[config.mk]
export PLATFORM = sky130hd
export DESIGN_NAME = vec_mem_seq
export DESIGN_NICKNAME = d
export VERILOG_FILES = /design/src/rtl/vec_mem_seq.sv
export SDC_FILE = /design/constraint.sdc
export NUM_CORES = 2
export LEC_CHECK = 0
export CORE_MARGIN = 1
export CORE_UTILIZATION = 40
export DETAILED_ROUTE_END_ITERATION = 16
export PLACE_DENSITY = 0.61
export SYNTH_ARGS = -nofsm -noshare
export SYNTH_HDL_FRONTEND = slang
export SYNTH_SLANG_ARGS = --single-unit
[constraint.sdc]
create_clock -name clk -period 5.7 [get_ports clk]
set_input_delay 1.14 -clock clk [delete_from_list [all_inputs] [get_ports clk]]
set_output_delay 1.14 -clock clk [all_outputs]
set_load 0.05 [all_outputs]
[src/rtl/vec_mem_seq.sv]
`default_nettype none
// ============================================================================
// Module      : vec_mem_seq
// Description : Memory-side sequencer for VLD/VST. Moves one vector of LANES
//               DATA_W-bit lanes between the register file and a DATA_W-wide
//               data memory, one lane per mem_ready handshake.
// Revision    : 1.0 - initial release
// ============================================================================
module vec_mem_seq #(
  parameter int LANES  = 16,
  parameter int DATA_W = 16,
  parameter int ADDR_W = 16
) (
  input  logic                    clk,
  input  logic                    rst_n,
  input  logic                    start,
  input  logic                    is_store,
  input  logic [ADDR_W-1:0]       base_addr,
  input  logic [LANES*DATA_W-1:0] wdata,
  output logic [LANES*DATA_W-1:0] rdata,
  output logic                    busy,
  output logic                    done,
  output logic [ADDR_W-1:0]       mem_addr,
  output logic                    mem_re,
  output logic                    mem_we,
  output logic [DATA_W-1:0]       mem_wdata,
  input  logic [DATA_W-1:0]       mem_rdata,
  input  logic                    mem_ready
);

  localparam int                VEC_W       = LANES * DATA_W;
  localparam int                LANE_W      = (LANES > 1) ? $clog2(LANES) : 1;
  localparam logic [LANE_W-1:0] C_LAST_LANE = LANE_W'(LANES - 1);

  typedef enum logic [1:0] {
    S_IDLE   = 2'd0,
    S_LOAD   = 2'd1,
    S_STORE  = 2'd2,
    S_FINISH = 2'd3
  } state_e;

  state_e            state_q, state_d;
  logic [LANE_W-1:0] lane_q, lane_d;
  logic [ADDR_W-1:0] base_q, base_d;
  logic [VEC_W-1:0]  wdata_q, wdata_d;
  // Loaded lanes collect here so rdata only ever changes as a whole vector.
  logic [VEC_W-1:0]  shadow_q, shadow_d;
  logic [VEC_W-1:0]  rdata_q, rdata_d;

  logic [ADDR_W-1:0] w_lane_addr;
  logic [DATA_W-1:0] w_lane_wdata;

  // Address wraps naturally modulo 2^ADDR_W.
  assign w_lane_addr  = base_q + ADDR_W'(lane_q);
  assign w_lane_wdata = wdata_q[int'(lane_q)*DATA_W +: DATA_W];
  assign rdata        = rdata_q;

  // Next-state and output decode; outputs are pure functions of state so an
  // asynchronous reset forces them to zero immediately.
  always_comb begin
    state_d   = state_q;
    lane_d    = lane_q;
    base_d    = base_q;
    wdata_d   = wdata_q;
    shadow_d  = shadow_q;
    rdata_d   = rdata_q;
    busy      = 1'b0;
    done      = 1'b0;
    mem_re    = 1'b0;
    mem_we    = 1'b0;
    mem_addr  = '0;
    mem_wdata = '0;

    unique case (state_q)
      S_IDLE: begin
        if (start) begin
          base_d  = base_addr;
          wdata_d = wdata;
          lane_d  = '0;
          state_d = is_store ? S_STORE : S_LOAD;
        end
      end

      S_LOAD: begin
        busy     = 1'b1;
        mem_re   = 1'b1;
        mem_addr = w_lane_addr;
        if (mem_ready) begin
          shadow_d[int'(lane_q)*DATA_W +: DATA_W] = mem_rdata;
          lane_d = lane_q + LANE_W'(1);
          if (lane_q == C_LAST_LANE) begin
            rdata_d = shadow_d;
            state_d = S_FINISH;
          end
        end
      end

      S_STORE: begin
        busy      = 1'b1;
        mem_we    = 1'b1;
        mem_addr  = w_lane_addr;
        mem_wdata = w_lane_wdata;
        if (mem_ready) begin
          lane_d = lane_q + LANE_W'(1);
          if (lane_q == C_LAST_LANE) begin
            state_d = S_FINISH;
          end
        end
      end

      S_FINISH: begin
        busy    = 1'b1;
        done    = 1'b1;
        state_d = S_IDLE;
      end

      default: begin
        state_d = S_IDLE;
      end
    endcase
  end

  // State and datapath registers with asynchronous active-low reset.
  always_ff @(posedge clk or negedge rst_n) begin
    if (!rst_n) begin
      state_q  <= S_IDLE;
      lane_q   <= '0;
      base_q   <= '0;
      wdata_q  <= '0;
      shadow_q <= '0;
      rdata_q  <= '0;
    end else begin
      state_q  <= state_d;
      lane_q   <= lane_d;
      base_q   <= base_d;
      wdata_q  <= wdata_d;
      shadow_q <= shadow_d;
      rdata_q  <= rdata_d;
    end
  end

endmodule
`default_nettype wire

==> impl_metrics.py <==
metrics = {
    "power": {
        "p_leak_nw": 18.8,
        "power_density_nw_per_um2": 429,
        "p_total_mw": 19.1,
        "ir_drop_v": 0.000315,
    },
    "setup_path": {
        "r2r_start": "lane_q[0]$_DFFE_PN0P_",
        "cp.arrival_ns": 3.99,
        "critPathLaunchType": "flip-flop",
        "critPathMaxFanout": 26,
        "crit_slowest_cell": "clkdlybuf4s50_1",
        "rr_worst_depth": 8,
        "rr_endpoint": "shadow_q[38]$_DFFE_PN0P_",
        "path_cells": "ha_1, a211oi_1, o21ai_0, or4b_2, xnor2_1, and2_1, clkdlybuf4s50_1",
        "startpoint": "lane_q[0]$_DFFE_PN0P_",
        "slowest_delay_ns": 0.80,
        "cp-end-kind": "primary output",
        "cp_data_required_time_ns": 4.56,
        "crit_end": "mem_addr[15]",
        "path_class": "reg2out",
        "reg2reg_slack_ns": 1.58,
    },
    "final_layout": {
        "n_fill_cell": 7708,
        "postLayoutCoreUtil": 0.521,
        "multi_input_area_sq_um": 13900,
        "seq_area_sq_um": 19800,
        "nets": 3925,
        "drive_gt1_frac": 0.148,
        "area_growth_pct": 28.4,
    },
    "placed_design": {
        "io_buffers": 584,
        "dp_hpwl_mm": 74.6,
        "gp_congestion": 0.829,
        "dp_slack_ns": 1.22,
    },
    "job": {
        "max_cap_violations": 0,
    },
    "sta": {
        "rsz0062_at_grt": "false",
        "drv_slew": 0,
        "setup_viol": 0,
        "min_period_ns": 5.13,
        "tns_ns": 0,
        "worst_slew_pin_slew_ns": 1.21,
        "fin_crit_sh": 0.899,
        "maxSlewHeadroom": 0.194,
        "worst_slack_ns": 0.575,
        "finalHoldViolCount": 0,
        "finClkSkew_ns": 0.0463,
        "clock.fmax_ghz": 0.195,
    },
    "cts": {
        "cts_root_buf": "clkbuf_16",
        "clk_pin_slew_worst_paths_ns": 0.05,
        "cts.path.max_buffers": 3,
        "post-cts-setup-buffers": 0,
        "ctsResizeCount": 0,
        "cts_hold_buf": 0,
        "h-tree-depth": 3,
        "numClockSinks": 790,
        "clock_latency_ns": 0.64,
        "cts_buffers": 89,
        "cts_tree": "yes",
    },
    "worst_hold_path": {
        "min_path_type": "reg2reg",
        "hp-start": "rdata[182]$_DFFE_PN0P_",
    },
    "route": {
        "drt-pass1-iter-count": 6,
        "via_count": 25100,
        "drt_wl_total_mm": 106,
        "via_per_inst": 5.19,
        "routedWlPerCell_um": 22.0,
        "remaining_drc_errors": 0,
        "ant_nets": 0,
        "drt_iter0_markers": 1771,
    },
    "floorplanning": {
        "num_io_pins": 585,
        "start_util": 0.406,
        "die_w_um": 297,
        "die_y_um": 297,
        "die-area_sq_um": 88100,
        "core_area_sq_um": 85700,
        "core.rowCount": 107,
    },
    "synthesis": {
        "ys_seq_elements": 790,
        "synth-seq-area-share": 0.569,
        "synthArstFlopShare": 1.00,
        "synth_nets": 3440,
        "synth_top_area_frac": 0.569,
        "synth_flop_cell": "dfrtp_1",
        "synth.most_common_cell": "dfrtp_1",
        "synth_enable_flop_cells": 0,
        "yosysWarnings": 0,
        "synth_cell_types": 55,
        "synth.area.top_cells": "dfrtp_1 57%, mux2_2 9.2%, mux2i_1 6.4%",
        "syn_area_sq_um": 34800,
        "synth_top_area_cell": "dfrtp_1",
        "ys_top_cells_by_count": "790 x dfrtp_1, 586 x nand2_1, 442 x o21ai_0",
        "syn_area_per_cell_sq_um": 11.1,
        "postSynthCellCount": 3131,
    },
    "global_route": {
        "grt_pass1_wl_mm": 162,
        "grt_pass1_vias": 25300,
        "antenna_found_initial": 24,
        "grt_max_degree": 140,
        "grt-ovfl-total": 0,
        "grt_usage": 0.240,
    },
    "run_status": {
        "outcome": "completed",
    },
}
registers in the layout, summed over array words and instances (netlist names):
name,cells
shadow_q,256
lane_q,4
state_q,2
wdata_q,256
rdata,256
base_q,16
where the power goes:
part	total (mW)	switching, mW	internal (mW)
logic	5.73	3.09	2.63
registers	7.50	0.758	6.74
clock network	5.90	2.34	3.56
stage by stage:
stage          area, sq um  std cells  hold slack (ns)
2_1_floorplan        34800       3131            0.449
3_3_place_gp         41600       4669            0.460
3_5_place_dp         41600       4669            0.469
4_1_cts              44600       4828            0.482
5_1_grt              44600       4832            0.490
6_report             44600       4835            0.475
per-layer routing:
metal	wire (um)	GRT usage	vias up
met3	7940	0.0650	163
met4	2620	0.0675	32
met1	44200	0.310	12300
met5	217	0	-
li1	-	-	11900
met2	51400	0.394	774
cells in the final DEF, fill, tap and decap left out, types with 15 or more instances in the layout:
cell             netlist  final
a211oi_1              33     33
a21oi_1               78     78
a31oi_1               48     48
and2_1                45     44
and3_1                22     22
buf_4                  9     34
clkbuf_1             143     22
clkbuf_16              0     93
clkbuf_8               0     23
clkdlybuf4s50_1        0    581
dfrtp_1              790    787
ha_1                  15     15
inv_1                 17     17
mux2_2               283    283
mux2i_1              222    222
mux4_2                44     44
nand2_1              586    585
nor2_1               138    137
o21ai_0              442    442
o22ai_1               19     19
worst max-delay path: cells and delay by family, from the launching register on:
family | cells | cell delay [ns]
AOI/OAI and AO/OA | 2 | 0.64
xor gates and xnor gates | 1 | 0.14
and+or+nand+nor | 2 | 0.80
DFF | 1 | 0.71
buffers and inverters | 1 | 0.80
adders and majority gates | 1 | 0.28
logic make-up (layout without fill, tap and decap cells):
logic type / after synthesis / count (layout) / share of synthesized area
AO/OA/AOI/OAI: 648 / 648 / 0.102
XOR/XNOR: 11 / 11 / 0.00299
adder cells (fa/ha/maj): 16 / 16 / 0.00597
buffers and inverters: 254 / 807 / 0.0324
flip-flops: 790 / 790 / 0.569
multiplexers: 550 / 550 / 0.184
other: 0 / 7 / 0
AND/OR/NAND/NOR: 862 / 862 / 0.104
how the worst min path moves through the flow:
stage / to / depth (start not counted)
floorplan: shadow_q[96]$_DFFE_PN0P_ / 2
global placement: rdata[46]$_DFFE_PN0P_ / 2
detailed placement: shadow_q[214]$_DFFE_PN0P_ / 2
CTS: rdata[54]$_DFFE_PN0P_ / 2
global route: shadow_q[71]$_DFFE_PN0P_ / 2
finish: rdata[182]$_DFFE_PN0P_ / 2
cell type report:
class                   instances  share of cell area
clock inverters                21             0.00709
multi-input cells            2087               0.312
well taps                    1144              0.0321
flip-flops and latches        790               0.443
diodes                          7            0.000392
clock buffers                 138              0.0611
repair buffers                630               0.143
inverters                      18             0.00151
(Power assumes the default switching activity.)
==> variant (same flow settings) <==
Change the parameter `LANES` from 16 to 8.
--- a/src/rtl/vec_mem_seq.sv
+++ b/src/rtl/vec_mem_seq.sv
@@ -7,7 +7,7 @@
 // Revision    : 1.0 - initial release
 // ============================================================================
 module vec_mem_seq #(
-  parameter int LANES  = 16,
+  parameter int LANES  = 8,
   parameter int DATA_W = 16,
   parameter int ADDR_W = 16
 ) (
Ports: changed (resized rdata and wdata); port bits go from 585 to 329. No check against the original RTL was run, so the function may have changed too.
==> variant against the original RTL <==
- sequential cell count fell by 385
- routed wire length down 52%
- sequential share of layout area fell by 1.2 points
- worst setup slack better by 380 ps
- sequential power down 43%
- design area decreased by 47%
- power is 39% lower
- area after synthesis down 47%
- critical endpoint is now mem_addr[13]
- highest routed layer unchanged
==> variant: results (changes against the original RTL) <==
outcome = complete, no violations
Filler Cells Inserted = 4199 (-46%)
Multi-In Gates = 1094 (-48%)
met3 wire len = 3.94 mm (-50%)
Tot GR Track Use = 22.2% (-1.8 points)
CP max stage delay = 820 ps (+20 ps)
clk tree area frac = 5.89% (-0.92 points)
skew final = 23.0 ps (-23.3 ps)
Routed met1 length = 20.9 mm (-53%)
vias in the first global route = 13400 (-47%)
Synth area leaders = dfrtp_1, mux2_2, nand2_1
Post-Place Worst Slack = 1500 ps (+287 ps)
IO Port Bufs = 328 (-44%)
dpl cells = 2454 (-47%)
GRT met2 Usage = 36.2% (-3.2 points)
CTS Buf Count = 44 (-51%)
routed len/inst = 20.2 um (-8.0%)
fmax = 0.211 GHz (+7.9%)
hold_sp = shadow_q[90]$_DFFE_PN0P_
register area = 10100 um2 (-49%)
DPL Wire Length = 35.9 mm (-52%)
diode count = 5 (-2)
internal power = 7360 uW (-43%)
multi-input gate share of total cell area = 32.9% (+1.7 points)
Gate Count Post-Synth = 1624 (-48%)
Routed WL = 51.3 mm (-52%)
initial DRC count = 796 (-55%)
initial antenna violation count = 9 (-63%)
Non-CTS buffers = 344 (-45%)
largest net degree at the start of global routing = 145 (+3.6%)
r2r startpoint = lane_q[2]$_DFFE_PN0P_
layout cells sized above 1 = 16.0% (+1.2 points)
Hold EP = shadow_q[90]$_DFFE_PN0P_
NonClk Buf Share = 14.7% (+0.44 points)
clock group share of total power = 23.5% (-7.4 points)
Worst R2R Setup Slack = 1900 ps (+320 ps)
Pwr top = combinational cells
-- variant: cells by family (layout without fill, tap and decap cells) --
logic type                 count (synthesis)  in the layout  share of synthesized area (%)
other                                      0              5                              0
buffers and inverters                    125            432                           3.37
xor gates and xnor gates                  10             10                          0.474
AOI/OAI and AO/OA                        299            299                           9.12
and+or+nand+nor                          479            479                           12.0
adders and majority gates                 16             16                           1.12
muxes                                    290            290                           19.0
DFF                                      405            405                           54.9
-- variant: worst max path at each step --
stage / from / to / depth (start not counted)
5_1_grt: lane_q[1]$_DFFE_PN0P_ / mem_addr[13] / 6
2_1_floorplan: state_q[0]$_DFFE_PN0P_ / mem_wdata[10] / 4
3_5_place_dp: lane_q[1]$_DFFE_PN0P_ / mem_addr[13] / 6
4_1_cts: lane_q[1]$_DFFE_PN0P_ / mem_addr[13] / 6
6_report: lane_q[1]$_DFFE_PN0P_ / mem_addr[13] / 6
3_3_place_gp: lane_q[1]$_DFFE_PN0P_ / mem_addr[13] / 6
